`src/rtl/cv_btn_pkg.sv`:
```
// rtl/cv_btn_pkg.sv - shared state encoding, default parameters and width helpers for the button filter
package cv_btn_pkg;

  localparam int DEF_N          = 4;
  localparam int DEF_DEBOUNCE   = 16;
  localparam int DEF_LONG_CNT   = 1000;
  localparam int DEF_RPT_CNT    = 200;
  localparam int DEF_ACTIVE_LOW = 0;

  typedef enum logic [1:0] {
    IDLE  = 2'd0,
    PRESS = 2'd1,
    LONG  = 2'd2
  } btn_state_e;

  function automatic int clog2(input int value);
    int res;
    res = 0;
    for (int i = 0; i < 31; i++) begin
      if ((1 << i) < value) begin
        res = i + 1;
      end
    end
    return res;
  endfunction

  function automatic int max2(input int a, input int b);
    return (a > b) ? a : b;
  endfunction

  // Counter width that never collapses to zero bits.
  function automatic int cnt_width(input int value);
    return (clog2(value) < 1) ? 1 : clog2(value);
  endfunction

endpackage

```
`src/rtl/cv_btn_fltr_ch.sv`:
```
// rtl/cv_btn_fltr_ch.sv - one button channel: synchroniser, debounce, press/long/repeat state machine
module cv_btn_fltr_ch
  import cv_btn_pkg::*;
#(
  parameter int DEBOUNCE = DEF_DEBOUNCE,
  parameter int LONG_CNT = DEF_LONG_CNT,
  parameter int RPT_CNT  = DEF_RPT_CNT
) (
  input  logic clk_i,
  input  logic rst_i,
  input  logic ce_i,
  input  logic pin_i,
  output logic level_o,
  output logic press_o,
  output logic rel_o,
  output logic long_o
);

  localparam int DW = cnt_width(DEBOUNCE);
  localparam int HW = cnt_width(max2(LONG_CNT, RPT_CNT));

  localparam logic [DW-1:0] DEB_LAST  = DW'(DEBOUNCE - 1);
  localparam logic [HW-1:0] LONG_LAST = HW'(LONG_CNT - 1);
  localparam logic [HW-1:0] RPT_LAST  = (RPT_CNT > 0) ? HW'(RPT_CNT - 1) : '0;
  localparam logic [HW-1:0] HOLD_MAX  = '1;

  logic          s1_q, s2_q;
  logic          stable_q, stable_d;
  logic [DW-1:0] deb_q, deb_d;
  logic [HW-1:0] hold_q, hold_d;
  btn_state_e    state_q, state_d;
  logic          press_q, press_d;
  logic          rel_q, rel_d;
  logic          long_q, long_d;
  logic          qual;

  // Two-flop synchroniser; keeps sampling regardless of CE, loads released level on reset.
  always_ff @(posedge clk_i) begin
    if (rst_i) begin
      s1_q <= 1'b0;
      s2_q <= 1'b0;
    end else begin
      s1_q <= pin_i;
      s2_q <= s1_q;
    end
  end

  // Debounce: any cycle of agreement clears the count; DEBOUNCE consecutive disagreeing ticks flip the level.
  always_comb begin
    deb_d    = deb_q;
    stable_d = stable_q;
    qual     = 1'b0;
    if (s2_q == stable_q) begin
      deb_d = '0;
    end else if (ce_i) begin
      if (deb_q == DEB_LAST) begin
        deb_d    = '0;
        stable_d = ~stable_q;
        qual     = 1'b1;
      end else begin
        deb_d = deb_q + 1'b1;
      end
    end
  end

  // Press/long/repeat next-state and strobe decode; a qualified release takes priority over hold expiry.
  always_comb begin
    state_d = state_q;
    hold_d  = hold_q;
    press_d = 1'b0;
    rel_d   = 1'b0;
    long_d  = 1'b0;
    case (state_q)
      IDLE: begin
        if (qual && !stable_q) begin
          state_d = PRESS;
          hold_d  = '0;
          press_d = 1'b1;
        end
      end
      PRESS: begin
        if (qual && stable_q) begin
          state_d = IDLE;
          hold_d  = '0;
          rel_d   = 1'b1;
        end else if (ce_i) begin
          if (hold_q == LONG_LAST) begin
            state_d = LONG;
            hold_d  = '0;
            long_d  = 1'b1;
          end else begin
            hold_d = hold_q + 1'b1;
          end
        end
      end
      LONG: begin
        if (qual && stable_q) begin
          state_d = IDLE;
          hold_d  = '0;
          rel_d   = 1'b1;
        end else if (ce_i) begin
          if (RPT_CNT > 0) begin
            if (hold_q == RPT_LAST) begin
              hold_d  = '0;
              press_d = 1'b1;
            end else begin
              hold_d = hold_q + 1'b1;
            end
          end else if (hold_q != HOLD_MAX) begin
            hold_d = hold_q + 1'b1;
          end
        end
      end
      default: begin
        state_d = IDLE;
        hold_d  = '0;
      end
    endcase
  end

  // Filter state, counters and registered strobes.
  always_ff @(posedge clk_i) begin
    if (rst_i) begin
      stable_q <= 1'b0;
      deb_q    <= '0;
      hold_q   <= '0;
      state_q  <= IDLE;
      press_q  <= 1'b0;
      rel_q    <= 1'b0;
      long_q   <= 1'b0;
    end else begin
      stable_q <= stable_d;
      deb_q    <= deb_d;
      hold_q   <= hold_d;
      state_q  <= state_d;
      press_q  <= press_d;
      rel_q    <= rel_d;
      long_q   <= long_d;
    end
  end

  assign level_o = stable_q;
  assign press_o = press_q;
  assign rel_o   = rel_q;
  assign long_o  = long_q;

endmodule

```
`src/rtl/cv_btn_fltr_n.sv`:
```
// rtl/cv_btn_fltr_n.sv - N-channel button filter with debounce, long-press and auto-repeat
module cv_btn_fltr_n
  import cv_btn_pkg::*;
#(
  parameter int N          = DEF_N,
  parameter int DEBOUNCE   = DEF_DEBOUNCE,
  parameter int LONG_CNT   = DEF_LONG_CNT,
  parameter int RPT_CNT    = DEF_RPT_CNT,
  parameter int ACTIVE_LOW = DEF_ACTIVE_LOW
) (
  input  logic         CLK,
  input  logic         RST,
  input  logic         CE,
  input  logic [N-1:0] BTN_IN,
  output logic [N-1:0] BTN_OUT,
  output logic [N-1:0] BTN_CEO,
  output logic [N-1:0] BTN_REL,
  output logic [N-1:0] BTN_LONG
);

  logic [N-1:0] pin_pressed;

  assign pin_pressed = (ACTIVE_LOW != 0) ? ~BTN_IN : BTN_IN;

  for (genvar g = 0; g < N; g++) begin : g_ch
    cv_btn_fltr_ch #(
      .DEBOUNCE (DEBOUNCE),
      .LONG_CNT (LONG_CNT),
      .RPT_CNT  (RPT_CNT)
    ) u_ch (
      .clk_i   (CLK),
      .rst_i   (RST),
      .ce_i    (CE),
      .pin_i   (pin_pressed[g]),
      .level_o (BTN_OUT[g]),
      .press_o (BTN_CEO[g]),
      .rel_o   (BTN_REL[g]),
      .long_o  (BTN_LONG[g])
    );
  end

endmodule

```
`config.mk`:
```
export PLATFORM = sky130hd
export DESIGN_NAME = cv_btn_fltr_n
export DESIGN_NICKNAME = d
export VERILOG_FILES = /design/src/rtl/cv_btn_pkg.sv /design/src/rtl/cv_btn_fltr_ch.sv /design/src/rtl/cv_btn_fltr_n.sv
export SDC_FILE = /design/constraint.sdc
export NUM_CORES = 1
export LEC_CHECK = 0
export CAP_MARGIN = 25
export CORE_MARGIN = 1.5
export CORE_UTILIZATION = 40
export DETAILED_ROUTE_END_ITERATION = 8
export SYNTH_ARGS = -nofsm -noshare
export SYNTH_HDL_FRONTEND = slang
export SYNTH_SLANG_ARGS = --single-unit
export TNS_END_PERCENT = 100
```
`constraint.sdc`:
```
create_clock -name CLK -period 1.8 [get_ports CLK]
set_input_delay 0.18 -clock CLK [delete_from_list [all_inputs] [get_ports CLK]]
set_output_delay 0.18 -clock CLK [all_outputs]
set_load 0.03 [all_outputs]
```
==> key figures, run 1 <==
Run status
  – Status: completed

Floorplanning
  – Die ar.: 11900 sq um
  – Die H: 109 um
  – Initial core utilization: 41.3%
  – I/O Pins: 23
  – Rows: 38
  – Chip width: 109 um
  – Core area: 10900 sq um

Global route
  – Largest net degree at the start of global routing: 21
  – Global-route wire length before repair: 16.5 mm
  – Gr busiest metal: met2
  – Met2 GRT Util: 28.7%
  – Met3 Track Usage GR: 3.23%
  – Initial antenna violation count: 0
  – Number of global-route vias before repair: 3730
  – GRT Util Overall: 17.3%
  – Global Route met1 Usage: 22.3%
  – GR Overflow Total: 0

Route
  – Vias post-DR: 3918
  – Pre-antenna DRT Iters: 4
  – DRC: 0
  – Drt initial violations: 190
  – Wire per inst: 13.2 um
  – Routed Wire Length: 9.78 mm
  – Antenna Nets Post-Route: 0
  – Vias per std cell: 5.29

Placed design
  – Placer Congestion: 0.820
  – Cell area after placement: 5310 sq um
  – Port buffer count: 22
  – Place WS: -0.195 ns
  – Post-DP HPWL: 6.78 mm

Logic synthesis
  – Adder-Cell Fraction of Synth Area: 5.56%
  – Simple-gate share of the synthesized area: 28.9%
  – Sequential fraction of the synthesis area: 39.2%
  – Async S/R FF share, synth: 0%
  – Post-synthesis cell count: 513
  – Syn Std Cell Area: 4500 sq um
  – Synthesized area per cell: 8.77 sq um
  – Synth cell types: 58
  – Synth Area in XOR/XNOR: 6.42%
  – Syn nets: 540
  – Largest family of logic cells by synthesized area: simple AND/OR/NAND/NOR gates
  – Post-synthesis compound-gate area fraction: 12.3%
  – Flop and latch count out of synthesis: 88
  – Post-synth EDFFs: 0
  – Synthesis Warnings: 0
  – Primary FF master, synth: dfxtp_1
  – Multiplexer area fraction after synthesis: 2.45%

Timing
  – Rel. slew slack: 74.4%
  – Slew @ Worst Pin: 0.379 ns
  – Final setup violation count: 0
  – Final worst slack: 0.0633 ns
  – Final min period: 1.74 ns
  – Final period utilization: 96.5%
  – Fmax: 576 MHz
  – Layout Skew: 0.00720 ns
  – Final Hold Vio Count: 0
  – Final Max Tran Viols: 0

Cells and area
  – # fillers: 1028
  – Share of cells above drive strength 1: 22.8%
  – Area Growth Syn to Fin: 26.4%
  – Nets@finish: 624
  – N_diodes: 0
  – Post-route cell area: 5690 sq um
  – Commonest non-fill, non-tap cells in the layout: 83 x dfxtp_1, 76 x buf_4, 59 x nor2_1
  – Commonest non-fill, non-tap cell in the layout: dfxtp_1

Clock network
  – H-tree depth: 3
  – Sinks on Clock Net: 88
  – Clock Root Buffer: clkbuf_8
  – Clock Path Buffers: 2
  – Inserted Clock Buffers: 9
  – Hold_buf cts: 0
  – TritonCTS clock tree: yes
  – Clk slew on worst S/H paths: 0.09 ns
  – Skew-Pair Late Insertion Delay: 0.37 ns

Worst setup path
  – Max FO, Critical Path: 3
  – CP Launch Type: flip-flop
  – CP Data Required Time: 2.07 ns
  – Crit. End Element: flip-flop
  – WP data arrival: 2.00 ns
  – CP Class: reg -> reg

Pwr
  – Lkg Pwr: 2.18 nW
  – Worst VDD drop: 266 uV
  – Cell Pwr Density: 608 nW/um^2

Job
  – Max Cap Violations: 0

Worst hold path
  – Worst hold path class: in -> reg
final timing paths:
kind,startpoint,endpoint,slack [ns],depth (start not counted)
setup / recovery,g_ch[3].u_ch.hold_q[0],g_ch[3].u_ch.hold_q[2],0.06,7
hold / removal,BTN_IN[3],g_ch[3].u_ch.s1_q,0.36,2
setup reg to reg,g_ch[3].u_ch.hold_q[0],g_ch[3].u_ch.hold_q[2],0.06,7
hold reg to reg,g_ch[3].u_ch.s1_q,g_ch[3].u_ch.s2_q,0.44,1
Yosys cell counts (all sizes together), types with 7 or more instances:
master	number	area share, %
ha	20	5.6
clkbuf	7	0.58
buf	22	3.4
o21ai	18	2.3
dfxtp	88	39
and4	7	1.4
inv	14	1.2
xor2	32	6.2
nand4	28	4.8
and3	17	2.4
a21oi	23	2.6
nor2b	9	1.3
o311ai	7	1.4
nor3	8	0.89
nand2b	9	1.3
nand2	42	3.5
mux2i	11	2.4
nand3	35	4.0
nor2	60	5.0
per-stage QoR:
step / TNS, ns / power (W) / hold WS (ns) / std cells / utilization (%)
2_1_floorplan: 0 / 0.00213 / 0.308 / 513 / -
3_3_place_gp: -4.65 / 0.00222 / 0.420 / 721 / 48.7
3_5_place_dp: -5.98 / 0.00223 / 0.430 / 721 / 48.7
4_1_cts: 0 / 0.00350 / 0.357 / 740 / 51.3
5_1_grt: -0.00454 / 0.00362 / 0.371 / 741 / 52.2
6_report: 0 / 0.00346 / 0.365 / 741 / 52.2
flip-flops by register name (all words and copies together), names as in the netlist:
| register | count |
|---|---|
| g_ch.u_ch.press_o | 4 |
| g_ch.u_ch.state_q | 8 |
| g_ch.u_ch.rel_o | 4 |
| g_ch.u_ch.level_o | 4 |
| g_ch.u_ch.s1_q | 4 |
| g_ch.u_ch.hold_q | 40 |
| g_ch.u_ch.s2_q | 4 |
| g_ch.u_ch.long_o | 4 |
| g_ch.u_ch.deb_q | 16 |
per-layer routing:
layer / vias up / wire length (um)
met5: - / 0
met1: 1856 / 4630
met4: 0 / 129
li1: 1986 / -
met2: 64 / 4600
met3: 12 / 427
final cells by class:
class	instances	area [sq um]	area share [%]
Clock buffer	12	155	2.73
Tap cell	140	175	3.08
Multi-Input combinational cell	382	2660	46.8
Sequential cell	88	1770	31.1
Clock inverter	3	17.5	0.308
Inverter	15	56.3	0.990
Timing Repair Buffer	101	851	15.0
power breakdown:
group          internal, W  switching, W
clock network     0.000566      0.000693
logic             0.000107      0.000130
registers          0.00196    0.00000663
repair_timing:
item / CTS / global route
resized for setup: 9 / 24
setup buffers: 3 / 1
pin swaps: 3 / 10
setup endpoints to repair: 34 / 42
cloned: 1 / 0
worst max-delay path, cell delays in order, from the launching register on:
cell,delay [ns]
dfxtp_1,0.34
ha_2,0.19
nor4bb_4,0.22
nor4b_4,0.28
o22ai_2,0.17
a31oi_2,0.23
buf_4,0.16
nor2_1,0.04
logic make-up after synthesis:
group	after synthesis
muxes	11
DFF	88
adders and majority gates	20
AOI/OAI and AO/OA	78
xor gates and xnor gates	33
and+or+nand+nor	239
buffers and inverters	44
No activity file was read; power rests on OpenSTA's default activity.
==> run 2: changes to the inputs <==
==> constraint.sdc (replaced) <==
create_clock -name CLK -period 1.5 [get_ports CLK]
set_input_delay 0.15 -clock CLK [delete_from_list [all_inputs] [get_ports CLK]]
set_output_delay 0.15 -clock CLK [all_outputs]
set_load 0.03 [all_outputs]
==> run 2 against run 1 <==
- the run now ends with setup timing left
- first-iteration DRC count shrank 23%
- non-clock buffer count is 55 higher
- sequential cell count unchanged
- worst hold slack lost 0.052 ns
- via count grew 6.2%
- utilization up 8.0 points
- global-route usage rose by 1.6 points
- largest cell class unchanged
- highest routed layer unchanged
==> key figures, run 2 (synthesis results as in run 1) <==
Cells and area
  – Area Growth Syn to Fin: 45.7%
  – Register with the most flip-flops: g_ch.u_ch.hold_q
  – Max reg flops: 40
  – Share of cells above drive strength 1: 38.6%
  – N_diodes: 0
  – Nets@finish: 678
  – # fillers: 931
  – Utilization after layout: 60.2%
  – Biggest regs: g_ch.u_ch.hold_q (40), g_ch.u_ch.deb_q (16), g_ch.u_ch.state_q (8)
  – Commonest non-fill, non-tap cells in the layout: 121 x buf_4, 67 x dfxtp_1, 55 x nor2_1
  – Commonest non-fill, non-tap cell in the layout: buf_4

Worst setup path
  – WP data arrival: 1.93 ns
  – Worst path cell trace: or2_4 > buf_6 > nor4_4 > o22ai_4 > buf_6 > nand4_1 > o311ai_2
  – Slowest Stage Delay on Critical Path: 0.33 ns
  – Crit-path slowest cell: dfxtp_2
  – CP Launch Type: flip-flop
  – R2R cell count: 7
  – RR Endpoint: g_ch[1].u_ch.hold_q[3]
  – Reg2Reg Setup Slack: -0.16 ns
  – CP Data Required Time: 1.76 ns
  – Worst R2R Start: g_ch[1].u_ch.hold_q[3]
  – Most frequent cell on the critical path: buf_6
  – Max FO, Critical Path: 5
  – Crit. End Element: flip-flop
  – CP Class: reg -> reg

Global route
  – Number of global-route vias before repair: 3914
  – GRT Util Overall: 19.0%
  – Global-route wire length before repair: 17.7 mm
  – Initial antenna violation count: 0
  – GR Overflow Total: 0
  – Largest net degree at the start of global routing: 16

Pwr
  – Combinational power share: 8.3%
  – Total Power: 0.00465 W
  – Switch Pwr: 0.00112 W
  – Internal power: 0.00353 W
  – Reg power frac: 50.8%
  – Sw frac: 24.0%
  – Cell Pwr Density: 709 nW/um^2
  – Clock share of power: 40.9%
  – Lkg Pwr: 2.61 nW
  – Worst VDD drop: 668 uV

Timing
  – Rel. slew slack: 76.2%
  – Final Hold Vio Count: 0
  – RSZ-0062 raised after global routing: yes
  – Final Max Tran Viols: 0
  – Final worst slack: -0.164 ns
  – Fmax: 601 MHz
  – Final period utilization: 111%
  – Layout Skew: 0.00642 ns
  – Hold WS: 0.312 ns
  – Slew @ Worst Pin: 0.357 ns
  – Final setup violation count: 47
  – Final min period: 1.66 ns

Job
  – Max Cap Violations: 0

Clock network
  – Clk slew on worst S/H paths: 0.09 ns
  – TritonCTS clock tree: yes
  – Inserted Clock Buffers: 9
  – Skew-Pair Late Insertion Delay: 0.39 ns
  – Clock Root Buffer: clkbuf_8
  – Sinks on Clock Net: 88
  – H-tree depth: 3
  – Clock Path Buffers: 2

Floorplanning
  – I/O Pins: 23
  – Core area: 10900 sq um
  – Die ar.: 11900 sq um
  – Chip width: 109 um
  – Rows: 38
  – Initial core utilization: 41.3%
  – Die H: 109 um

Placed design
  – Place WS: -0.434 ns
  – Post-DP HPWL: 7.54 mm
  – Placer Congestion: 0.811
  – Port buffer count: 22

Worst hold path
  – Worst Min Path Start: BTN_IN[1]
  – Hold Path Cell Cnt: 2
  – Worst Hold Path EP: g_ch[1].u_ch.s1_q
  – Worst hold path class: in -> reg

Route
  – Routed Wire Length: 11.0 mm
  – Pre-antenna DRT Iters: 4
  – Wire per inst: 13.8 um
  – Vias post-DR: 4159
  – Drt initial violations: 147
  – Vias per std cell: 5.22
  – DRC: 0
  – Antenna Nets Post-Route: 0

Run status
  – Failing checks: setup timing
  – Status: complete, but fails checks
==> run 2: worst max-delay path, delay by kind of cell (launching register included) <==
family	cells	cell delay, ns
and+or+nand+nor	3	0.66
DFF	1	0.33
AOI/OAI and AO/OA	2	0.26
buffers and inverters	2	0.28
==> run 2: stage by stage <==
stage	instance area [sq um]	cells	TNS, ns
2_1_floorplan	4740	513	-0.721
5_1_grt	6550	796	-10.04
6_report	6550	796	-5.10
3_5_place_dp	5880	765	-18.47
4_1_cts	6330	790	-2.99
3_3_place_gp	5880	765	-17.14
==> run 2: cell type report <==
cell class / instances / area, sq um / area share (%)
multi-input combinational: 381 / 3010 / 45.9
sequential: 88 / 1790 / 27.3
timing repair buffer: 156 / 1290 / 19.7
tap: 140 / 175 / 2.67
clock buffer: 10 / 138 / 2.10
clock inverter: 6 / 92.6 / 1.41
inverter: 15 / 58.8 / 0.897
==> run 2: timing repair <==
| action | 4_1_cts | 5_1_grt |
|---|---|---|
| endpoints found under the setup margin | 64 | 56 |
| pin swaps | 31 | 28 |
| hold buffers | 0 | 0 |
| cloned | 0 | 0 |
| resized for setup | 51 | 39 |
| setup buffers | 9 | 8 |
==> run 2: per-layer routing <==
layer | global-route usage, % | up-vias | share of wire, %
li1 | - | 2098 | -
met1 | 22.7 | 1986 | 45
met2 | 31.7 | 59 | 50
met3 | 6.16 | 16 | 3.4
met4 | 6.67 | 0 | 1.2
met5 | 0 | - | 0
==> run 2: power groups by stage <==
stage / clock network [W] / registers, W / logic [W]
finish: 0.00190 / 0.00236 / 0.000386
floorplan: 0 / 0.00241 / 0.000165
global placement: 0 / 0.00241 / 0.000312
global route: 0.00207 / 0.00236 / 0.000413
detailed placement: 0 / 0.00241 / 0.000318
CTS: 0.00197 / 0.00236 / 0.000361
==> run 2: how the worst max path moves through the flow <==
stage / start / end / slack (ns)
CTS: g_ch[2].u_ch.hold_q[1] / g_ch[2].u_ch.hold_q[6] / -0.11
global placement: CE / g_ch[1].u_ch.hold_q[8] / -0.36
floorplan: g_ch[3].u_ch.hold_q[1] / g_ch[3].u_ch.hold_q[1] / -0.05
finish: g_ch[1].u_ch.hold_q[3] / g_ch[1].u_ch.hold_q[3] / -0.16
detailed placement: CE / g_ch[1].u_ch.hold_q[3] / -0.43
global route: g_ch[1].u_ch.s2_q / g_ch[1].u_ch.hold_q[7] / -0.26
==> run 3: changes to the inputs <==
--- a/config.mk
+++ b/config.mk
@@ -9,6 +9,7 @@
 export CORE_MARGIN = 1.5
 export CORE_UTILIZATION = 40
 export DETAILED_ROUTE_END_ITERATION = 8
+export MAX_ROUTING_LAYER = met4
 export SYNTH_ARGS = -nofsm -noshare
 export SYNTH_HDL_FRONTEND = slang
 export SYNTH_SLANG_ARGS = --single-unit
==> run 3 against run 2 <==
- the run still ends with setup timing left
- critical path depth decreased by 2
- clock skew increased by 0.0010 ns
- setup slack got worse by 0.0025 ns
- die area unchanged
==> key figures, run 3 (synthesis results as in run 1) <==
Run status
  – Failing checks: setup timing
  – Status: complete, but fails checks

Worst setup path
  – Crit-path slowest cell: dfxtp_1
  – WP data arrival: 1.95 ns
  – Crit. End Element: flip-flop
  – Reg2Reg Setup Slack: -0.17 ns
  – Slowest Stage Delay on Critical Path: 0.33 ns
  – CP Class: reg -> reg
  – CP Launch Type: flip-flop
  – CP Data Required Time: 1.79 ns
  – Worst path cell trace: nand2b_1 > o21ai_4 > o22ai_4 > nand3_4 > o311ai_2
  – Max FO, Critical Path: 7

Timing
  – Slew @ Worst Pin: 0.357 ns
  – Final setup violation count: 46
  – Final Hold Vio Count: 0
  – Final Max Tran Viols: 0
  – Final worst slack: -0.166 ns
  – Final min period: 1.67 ns
  – RSZ-0062 raised after global routing: yes
  – Layout Skew: 0.00745 ns
  – Fmax: 600 MHz
  – Total negative setup slack: -5.10 ns
  – Rel. slew slack: 76.2%
  – Final period utilization: 111%

Cells and area
  – Area Growth Syn to Fin: 45.7%
  – Commonest non-fill, non-tap cell in the layout: buf_4
  – N_diodes: 0
  – Utilization after layout: 60.2%
  – Nets@finish: 678
  – Biggest regs: g_ch.u_ch.hold_q (40), g_ch.u_ch.deb_q (16), g_ch.u_ch.state_q (8)
  – Share of cells above drive strength 1: 38.6%
  – Commonest non-fill, non-tap cells in the layout: 121 x buf_4, 67 x dfxtp_1, 55 x nor2_1
  – Max reg flops: 40
  – Register with the most flip-flops: g_ch.u_ch.hold_q

Clock network
  – Clk slew on worst S/H paths: 0.09 ns
  – Hold_buf cts: 0
  – H-tree depth: 3
  – Inserted Clock Buffers: 9
  – Clock Root Buffer: clkbuf_8
  – Skew-Pair Late Insertion Delay: 0.38 ns
  – TritonCTS clock tree: yes
  – Clock Path Buffers: 2
  – Sinks on Clock Net: 88

Route
  – DRC: 0
  – Wire per inst: 13.8 um
  – Vias per std cell: 5.21
  – Vias post-DR: 4150
  – Pre-antenna DRT Iters: 4
  – Drt initial violations: 117
  – Antenna Nets Post-Route: 0
  – Routed Wire Length: 11.0 mm

Placed design
  – Port buffer count: 22
  – Placer Congestion: 0.823
  – Post-DP HPWL: 7.54 mm

Global route
  – Number of global-route vias before repair: 3917
  – Global-route wire length before repair: 17.6 mm
  – Largest net degree at the start of global routing: 16
  – Initial antenna violation count: 0
  – GR Overflow Total: 0
  – GRT Util Overall: 19.5%

Floorplanning
  – Initial core utilization: 41.3%
  – I/O Pins: 23
  – Rows: 38
  – Die H: 109 um
  – Die ar.: 11900 sq um
  – Core area: 10900 sq um
  – Chip width: 109 um

Pwr
  – Internal power: 0.00353 W
  – Reg power frac: 50.8%
  – Lkg Pwr: 2.61 nW
  – Worst VDD drop: 665 uV
  – Combinational power share: 8.3%
  – Sw frac: 23.9%
  – Cell Pwr Density: 708 nW/um^2
  – Switch Pwr: 0.00111 W
  – Clock share of power: 40.8%

Job
  – Max Cap Violations: 0

Worst hold path
  – Worst hold path class: in -> reg
[run 3: cell counts in the layout (fill, tap and decap cells not counted)]
Identical to the previous run, type by type.
[run 3: routing by layer]
layer	vias up	GRT usage [%]	share of wire (%)
li1	2098	-	-
met1	1985	22.7	46
met2	56	31.9	50
met3	11	5.68	2.9
met4	0	6.95	1.1
met5	-	-	0
[run 3: final timing paths]
check / from / endpoint / cells after the start
worst max-delay path: g_ch[1].u_ch.s2_q / g_ch[1].u_ch.hold_q[9] / 5
worst min-delay path: BTN_IN[1] / g_ch[1].u_ch.s1_q / 2
worst max register to register: g_ch[1].u_ch.s2_q / g_ch[1].u_ch.hold_q[9] / 5
worst min register to register: g_ch[2].u_ch.s1_q / g_ch[2].u_ch.s2_q / 1
[run 3: power by group through the flow]
stage	Combinational, W	Sequential, W	Clock (W)
after CTS	0.000361	0.00236	0.00197
after floorplan	0.000165	0.00241	0
after global routing	0.000413	0.00236	0.00207
after global placement	0.000312	0.00241	0
after detailed placement	0.000318	0.00241	0
final	0.000386	0.00236	0.00190
[run 3: what timing repair did]
item                                    in CTS  in global routing
gates resized for setup                     51                 39
pin swaps                                   31                 28
hold endpoints to repair                     0                  0
buffers inserted                             9                  8
endpoints found under the setup margin      64                 56
[run 3: per-stage QoR]
step	setup WS [ns]	hold WS, ns	total power, W	cell area [sq um]	instances
after floorplan	-0.0514	0.278	0.00258	4740	513
after global placement	-0.364	0.420	0.00272	5880	765
after detailed placement	-0.434	0.422	0.00273	5880	765
after CTS	-0.110	0.287	0.00469	6330	790
after global routing	-0.261	0.300	0.00484	6550	796
final	-0.166	0.315	0.00464	6550	796
[run 3: worst max-delay path: cells and delay by family, from the launching register on]
kind / cells / cell delay (ns)
and+or+nand+nor: 2 / 0.52
AOI/OAI and AO/OA: 3 / 0.71
DFF: 1 / 0.33
[run 3: layout make-up]
cell class                 count  area [sq um]
clock inverter                 6          92.6
inverter                      15          58.8
multi-input combinational    381          3010
sequential                    88          1790
fill                         931          4330
clock buffer                  10           138
tap                          140           175
timing repair buffer         156          1290
